**src/rtl/wshb_mire_pkg.sv**
```systemverilog
// mire_pkg: shared types and constants for the Wishbone test-pattern master.
//   state_t   : FSM state encoding (IDLE / WRITE / PAUSE)
//   WHITE     : RGB565 white pixel value
//   BLACK     : RGB565 black pixel value
//   GRID_LOG2 : log2 of the grid pitch in pixels (16-pixel grid)
package mire_pkg;

  typedef enum logic [1:0] {
    ST_IDLE  = 2'd0,
    ST_WRITE = 2'd1,
    ST_PAUSE = 2'd2
  } state_t;

  localparam logic [15:0] WHITE     = 16'hFFFF;
  localparam logic [15:0] BLACK     = 16'h0000;
  localparam int          GRID_LOG2 = 4;

endpackage

```
**src/rtl/wshb_mire_if.sv**
```systemverilog
// wshb_mire_if: Wishbone classic write bus between the pattern master and
// the framebuffer slave.
//   master modport: drives adr/dat_ms/we/sel/cti/bte/stb/cyc, samples ack
//   slave  modport: samples the request, drives ack
// Handshake: stb is the valid, ack is the ready. A beat transfers on the
// rising clock edge where stb && ack; while stb && !ack the master holds
// adr and dat_ms unchanged. cyc frames the bus tenure and is high whenever
// stb is high.
interface wshb_mire_if;
  logic [31:0] adr;
  logic [15:0] dat_ms;
  logic        we;
  logic [1:0]  sel;
  logic [2:0]  cti;
  logic [1:0]  bte;
  logic        stb;
  logic        cyc;
  logic        ack;

  modport master (
    output adr, dat_ms, we, sel, cti, bte, stb, cyc,
    input  ack
  );

  modport slave (
    input  adr, dat_ms, we, sel, cti, bte, stb, cyc,
    output ack
  );
endinterface

```
**src/rtl/wshb_mire_pixel.sv**
```systemverilog
// mire_pixel: combinational pattern generator for the test grid.
//   x      in  GRID_LOG2 : low bits of the pixel column
//   y      in  GRID_LOG2 : low bits of the pixel row
//   rgb565 out 16        : WHITE on a grid line, BLACK elsewhere
// Only the bits below the grid pitch matter, so the caller passes just those.
module mire_pixel
  import mire_pkg::*;
(
  input  logic [GRID_LOG2-1:0] x,
  input  logic [GRID_LOG2-1:0] y,
  output logic [15:0]          rgb565
);

  logic w_on_grid;

  assign w_on_grid = (x == '0) || (y == '0);
  assign rgb565    = w_on_grid ? WHITE : BLACK;

endmodule

```
**src/rtl/wshb_mire.sv**
```systemverilog
// wshb_mire: Wishbone classic write master that fills a framebuffer with a
// 16-pixel white grid on black, one pixel per accepted write, in bursts of
// BURST writes separated by a one-cycle bus release.
//   clk         in  : bus clock
//   rst         in  : asynchronous active-high reset
//   enable      in  : 1 = keep generating, 0 = stop after the pending write
//   wb          master modport of wshb_mire_if (see handshake there)
//   frame_done  out : one-cycle pulse after the last pixel of a frame is accepted
//   o_dbg_state out : current FSM state
module wshb_mire
  import mire_pkg::*;
#(
  parameter int HDISP = 640,
  parameter int VDISP = 480,
  parameter int BURST = 64
) (
  input  logic             clk,
  input  logic             rst,
  input  logic             enable,
  wshb_mire_if.master      wb,
  output logic             frame_done,
  output state_t           o_dbg_state
);

  localparam int XW = (HDISP > 1) ? $clog2(HDISP) : 1;
  localparam int YW = (VDISP > 1) ? $clog2(VDISP) : 1;
  localparam int BW = $clog2(BURST + 1);

  localparam logic [XW-1:0] X_LAST = XW'(HDISP - 1);
  localparam logic [YW-1:0] Y_LAST = YW'(VDISP - 1);
  localparam logic [BW-1:0] B_LAST = BW'(BURST - 1);

  state_t        r_state;
  state_t        w_next_state;
  logic [XW-1:0] r_x;
  logic [YW-1:0] r_y;
  logic [BW-1:0] r_bcnt;
  logic          r_frame_done;

  logic          w_stb;
  logic          w_acc;
  logic          w_x_last;
  logic          w_y_last;
  logic          w_burst_end;
  logic [31:0]   w_pix_idx;
  logic [15:0]   w_rgb;

  assign w_acc       = w_stb && wb.ack;
  assign w_x_last    = (r_x == X_LAST);
  assign w_y_last    = (r_y == Y_LAST);
  assign w_burst_end = (r_bcnt == B_LAST);

  // State register
  always_ff @(posedge clk or posedge rst) begin
    if (rst) r_state <= ST_IDLE;
    else     r_state <= w_next_state;
  end

  // Next-state logic. A burst end wins over a falling enable: PAUSE then
  // decides between WRITE and IDLE on the following cycle.
  always_comb begin
    w_next_state = r_state;
    case (r_state)
      ST_IDLE: begin
        if (enable) w_next_state = ST_WRITE;
      end
      ST_WRITE: begin
        if (w_acc) begin
          if (w_burst_end)  w_next_state = ST_PAUSE;
          else if (!enable) w_next_state = ST_IDLE;
        end
      end
      ST_PAUSE: begin
        w_next_state = enable ? ST_WRITE : ST_IDLE;
      end
      default: w_next_state = ST_IDLE;
    endcase
  end

  // Outputs decoded from the state register only, so reset drops stb/cyc
  // without waiting for a clock edge.
  always_comb begin
    w_stb       = (r_state == ST_WRITE);
    o_dbg_state = r_state;
  end

  // Pixel position and burst counter advance only on accepted writes and are
  // left untouched in IDLE so a resume continues where it stopped.
  always_ff @(posedge clk or posedge rst) begin
    if (rst) begin
      r_x          <= '0;
      r_y          <= '0;
      r_bcnt       <= '0;
      r_frame_done <= 1'b0;
    end else begin
      r_frame_done <= w_acc && w_x_last && w_y_last;
      if (w_acc) begin
        if (w_x_last) begin
          r_x <= '0;
          r_y <= w_y_last ? '0 : r_y + 1'b1;
        end else begin
          r_x <= r_x + 1'b1;
        end
        r_bcnt <= w_burst_end ? '0 : r_bcnt + 1'b1;
      end
    end
  end

  // Pixel index widened to 32 bits before the multiply so no product bits
  // are lost; byte address is twice the index (16-bit pixels).
  assign w_pix_idx = 32'(r_y) * 32'(HDISP) + 32'(r_x);

  mire_pixel u_pixel (
    .x      (r_x[GRID_LOG2-1:0]),
    .y      (r_y[GRID_LOG2-1:0]),
    .rgb565 (w_rgb)
  );

  assign wb.adr     = w_pix_idx << 1;
  assign wb.dat_ms  = w_rgb;
  assign wb.we      = 1'b1;
  assign wb.sel     = 2'b11;
  assign wb.cti     = 3'b000;
  assign wb.bte     = 2'b00;
  assign wb.stb     = w_stb;
  assign wb.cyc     = w_stb;
  assign frame_done = r_frame_done;

endmodule

```
**src/flat_wrapper.sv**
```systemverilog
// flat-port wrapper written by rule: the top's interface ports become plain ports
module wshb_mire_flat import mire_pkg::*;
#(
  parameter int HDISP = 640,
  parameter int VDISP = 480,
  parameter int BURST = 64
)
  (clk, rst, enable, frame_done, o_dbg_state, wb_adr, wb_dat_ms, wb_we, wb_sel, wb_cti, wb_bte, wb_stb, wb_cyc, wb_ack);
  wshb_mire_if wb_i ();
  input  logic clk;
  input  logic rst;
  input  logic enable;
  output logic frame_done;
  output state_t o_dbg_state;
  output wire logic [$bits(wb_i.adr)-1:0] wb_adr;
  output wire logic [$bits(wb_i.dat_ms)-1:0] wb_dat_ms;
  output wire logic [$bits(wb_i.we)-1:0] wb_we;
  output wire logic [$bits(wb_i.sel)-1:0] wb_sel;
  output wire logic [$bits(wb_i.cti)-1:0] wb_cti;
  output wire logic [$bits(wb_i.bte)-1:0] wb_bte;
  output wire logic [$bits(wb_i.stb)-1:0] wb_stb;
  output wire logic [$bits(wb_i.cyc)-1:0] wb_cyc;
  input wire logic [$bits(wb_i.ack)-1:0] wb_ack;
  assign wb_adr = wb_i.adr;
  assign wb_dat_ms = wb_i.dat_ms;
  assign wb_we = wb_i.we;
  assign wb_sel = wb_i.sel;
  assign wb_cti = wb_i.cti;
  assign wb_bte = wb_i.bte;
  assign wb_stb = wb_i.stb;
  assign wb_cyc = wb_i.cyc;
  assign wb_i.ack = wb_ack;
  wshb_mire #(.HDISP(HDISP), .VDISP(VDISP), .BURST(BURST)) u_core (.clk(clk), .rst(rst), .enable(enable), .wb(wb_i), .frame_done(frame_done), .o_dbg_state(o_dbg_state));
endmodule
```
**config.mk**
```make
export PLATFORM = sky130hd
export DESIGN_NAME = wshb_mire_flat
export DESIGN_NICKNAME = d
export VERILOG_FILES = /design/src/rtl/wshb_mire_pkg.sv /design/src/rtl/wshb_mire_if.sv /design/src/rtl/wshb_mire_pixel.sv /design/src/rtl/wshb_mire.sv /design/src/flat_wrapper.sv
export SDC_FILE = /design/constraint.sdc
export NUM_CORES = 1
export LEC_CHECK = 0
export BUFFER_PORTS_ARGS = -buffer_cell sky130_fd_sc_hd__buf_2
export CORE_MARGIN = 3
export CORE_UTILIZATION = 48
export CTS_CLUSTER_DIAMETER = 50
export DETAILED_ROUTE_END_ITERATION = 16
export GPL_TIMING_DRIVEN = 1
export PLACE_DENSITY_LB_ADDON = 0.3
export SLEW_MARGIN = 20
export SYNTH_ARGS = -nofsm -noshare
export SYNTH_HDL_FRONTEND = slang
export SYNTH_SLANG_ARGS = --single-unit
```
**constraint.sdc**
```tcl
create_clock -name clk -period 2.9 [get_ports clk]
set_input_delay 0.58 -clock clk [delete_from_list [all_inputs] [get_ports clk]]
set_output_delay 0.58 -clock clk [all_outputs]
set_load 0.01 [all_outputs]
```
==> metrics.json <==
{
  "cells_and_area": {
    "stdcell_area_um2": 2870,
    "antenna_cells": 0,
    "fin_util": 0.629,
    "layout.nets": 343,
    "drive_above_1_share": 0.345,
    "area.growth.synth_to_final_pct": 21.1
  },
  "logic_synthesis": {
    "yosysUniqueCellTypes": 43,
    "synth_sequential_area_ratio": 0.306,
    "netlist_instances": 262,
    "synthesis.area_per_instance_um2": 9.04,
    "register_bit_count_reported_by_yosys": 29,
    "ys_warn_count": 0,
    "summed_instance_area_of_the_synthesized_netlist_um2": 2370
  },
  "run_status": {
    "run_status": "finished with violations",
    "failed_checks": "setup timing"
  },
  "job": {
    "maxCapViolCount": 0
  },
  "timing": {
    "final_count_of_negative_setup_slack_endpoints": 6,
    "timing_hold_violations_final": 0,
    "max_clock_freq_ghz": 0.286,
    "post-route-min-period_ns": 3.49,
    "grt_setup_unrepaired": "true",
    "fin_crit_sh": 1.20,
    "drv_slew": 0,
    "final.hold.worst_slack_ns": 0.360,
    "final.setup_skew_ns": 0.00537,
    "finalWorstSetupSlack_ns": -0.594
  },
  "drt": {
    "dr_total_vias": 1834,
    "route.detailed.drc": 0,
    "drt-wirelength-per-cell_um": 12.4,
    "finalWirelength_um": 4730,
    "firstDrtPassIters": 4,
    "final_antenna_net_count": 0,
    "drt_iter0_markers": 39,
    "via_cell_ratio": 4.81
  },
  "grt": {
    "largest_net_degree_at_the_start_of_global_routing": 30,
    "grt_use_total": 0.163,
    "grt_first_pass_wirelength_um": 7980,
    "grt_overflow_total": 0,
    "antenna_violations_before_repair": 0,
    "grt_pass1_vias": 1798
  },
  "placement": {
    "place_hpwl_um": 3590,
    "place_congestion": 0.778,
    "numPortBuffers": 43,
    "placedInstanceArea_um2": 2600
  },
  "die": {
    "chipHeight_um": 76.3,
    "design.core.area_um2": 4560,
    "die_x_um": 76.3,
    "floorplan.rows": 24,
    "floorplan.io_pins": 65,
    "floorplan.die_area_um2": 5820,
    "floorplan.initialDensity": 0.519
  },
  "cts": {
    "clk_sink_count": 29,
    "cts.reportedPaths.clkPinSlew_ns": 0.06,
    "clk_latency_ns": 0.28,
    "tritoncts.num_buffers": 5,
    "cts.root.buffer_cell": "clkbuf_8",
    "ctsLongestPathBuffers": 2,
    "cts_hold_buffers": 0,
    "tritoncts_clock_tree": "built",
    "total_number_of_h_tree_levels": 2
  },
  "setup_path": {
    "buffering_stage_count_on_the_worst_path_with_inverters_included": 2,
    "crit_arrival_ns": 2.91,
    "timing.critical_path.slowest_stage_cell": "or4b_4",
    "crit_path_end_kind": "primary output",
    "worst_setup_path_start_kind": "register",
    "crit_required_ns": 2.32,
    "cpPeakStageDelay_ns": 0.49,
    "crit_fanout": 3,
    "worstSetupPathType": "reg -> out",
    "cpLargestDelayFamily": "adder cells",
    "timing.critical_path.cells": "ha_1 -> ha_2 -> inv_2 -> fa_2 -> nand2b_4 -> a21oi_4 -> a31oi_4 -> xnor2_2 -> or4b_4 -> o21ai_2 -> buf_2"
  },
  "power_and_ir_drop": {
    "peakVddDrop_mv": 0.350,
    "p_leak_uw": 0.00153,
    "power.density_nw_per_um2": 449
  },
  "worst_hold_path": {
    "holdCritPathClass": "in -> async"
  }
}
==> worst paths after layout <==
path                                        from                end  slack (ns)  cells past startpoint
min                                          rst  u_core.frame_done        0.36                      3
max in group asynchronous                    rst      u_core.r_x[0]        2.26                      3
max reg2reg                u_core.o_dbg_state[1]      u_core.r_y[6]        0.84                      7
min in group clk                u_core.r_bcnt[4]   u_core.r_bcnt[4]        0.50                      1
min reg2reg                     u_core.r_bcnt[4]   u_core.r_bcnt[4]        0.50                      1
max                                u_core.r_y[3]         wb_adr[19]       -0.59                     11
==> worst reg2reg max path, cell delays in order, from the launching register on <==
cell and delay, ns:
dfrtp_1 0.40, nand3b_2 0.33, nor4_1 0.36, buf_4 0.23, nand2_1 0.11, or3_1 0.33, xor2_1 0.13, nor2_1 0.05
==> state kept, by name (all words and copies together) (netlist names) <==
name,flops
u_core.r_bcnt,7
u_core.r_y,9
u_core.r_x,10
u_core.o_dbg_state,2
u_core.frame_done,1
==> power breakdown <==
part           leakage, uW  internal, uW  switching (uW)
Sequential        0.000374           480             108
Combinational      0.00112           164             224
Clock            0.0000395           170             142
==> metal layers <==
metal / wire length (um) / share of wire / GRT usage
met3: 219 / 0.046 / 0.0355
met1: 2050 / 0.43 / 0.200
met4: 39 / 0.0082 / 0.0380
met5: 0 / 0 / 0
met2: 2430 / 0.51 / 0.291
==> cells by family (layout without fill, tap and decap cells) <==
logic type / count (synthesis) / after routing / share of synthesized area
and+or+nand+nor: 85 / 85 / 0.202
other: 2 / 21 / 0.00317
AOI/OAI and AO/OA: 30 / 30 / 0.0718
muxes: 1 / 1 / 0.00422
adders and majority gates: 24 / 24 / 0.133
DFF: 29 / 29 / 0.306
xor gates and xnor gates: 30 / 30 / 0.111
buffers and inverters: 61 / 96 / 0.168
==> stage by stage <==
step           power, uW  instances  setup WS, ns  TNS (ns)
2_1_floorplan        994        281        -0.225    -0.342
3_3_place_gp         968        367        -0.242    -0.470
3_5_place_dp         985        367        -0.319    -0.816
4_1_cts             1300        380        -0.573     -2.30
5_1_grt             1370        381        -0.722     -3.10
6_report            1290        381        -0.594     -2.23
==> layout by cell type, fill, tap and decap left out, drive strengths merged, types with 2 or more instances in the layout <==
master and n:
conb 21, and4 2, nand4 7, xor2 9
dfrtp 29, a31oi 2, nand3 7, o21ai 13
nand2b 5, or3b 2, ha 22, buf 74
xnor2 21, fa 2, nor2b 3, nand2 23
clkbuf 8, or3 2, inv 14, nor4 3
a21o 4, nor3 3, a21oi 8, nor2 20
==> what timing repair did <==
action | 4_1_cts | 5_1_grt
setup endpoints to repair | 7 | 7
resized for setup | 11 | 17
pin swaps | 9 | 2
gates cloned | 0 | 0
setup buffers | 5 | 2
==> area by class of cell <==
type,count,area [um2]
Tap cell,65,81.3
Clock buffer,8,80.1
Sequential cell,29,726
Multi-Input combinational cell,191,1470
Inverter,14,52.6
Timing Repair Buffer,74,455
Fill cell,409,1700
==> cell usage after synthesis, drive strengths merged <==
library cell / count / area [um2]
and2: 1 / 6.26
nand4: 7 / 58.8
nor4: 3 / 40.0
nor2: 20 / 75.1
o21ai: 13 / 65.1
and4: 2 / 18.8
a21oi: 8 / 40.0
a22o: 1 / 8.76
dfrtp: 29 / 726
clkbuf: 1 / 3.75
nand3b: 1 / 11.3
xor2: 9 / 78.8
conb: 2 / 7.51
or4: 1 / 11.3
nor3: 3 / 15.0
mux2i: 1 / 10.0
ha: 22 / 275
a31oi: 2 / 12.5
fa: 2 / 40.0
nand2b: 5 / 31.3
nor3b: 1 / 7.51
or4b: 1 / 10.0
inv: 14 / 52.6
a21o: 4 / 30.0
or3: 2 / 12.5
buf: 46 / 343
nand2: 23 / 86.3
and2b: 1 / 7.51
and3: 1 / 6.26
nand3: 7 / 35.0
nor2b: 3 / 18.8
xnor2: 21 / 184
o21a: 1 / 7.51
nor4bb: 1 / 10.0
o22ai: 1 / 6.26
or3b: 2 / 17.5
Power figures use the tool's default switching activity.
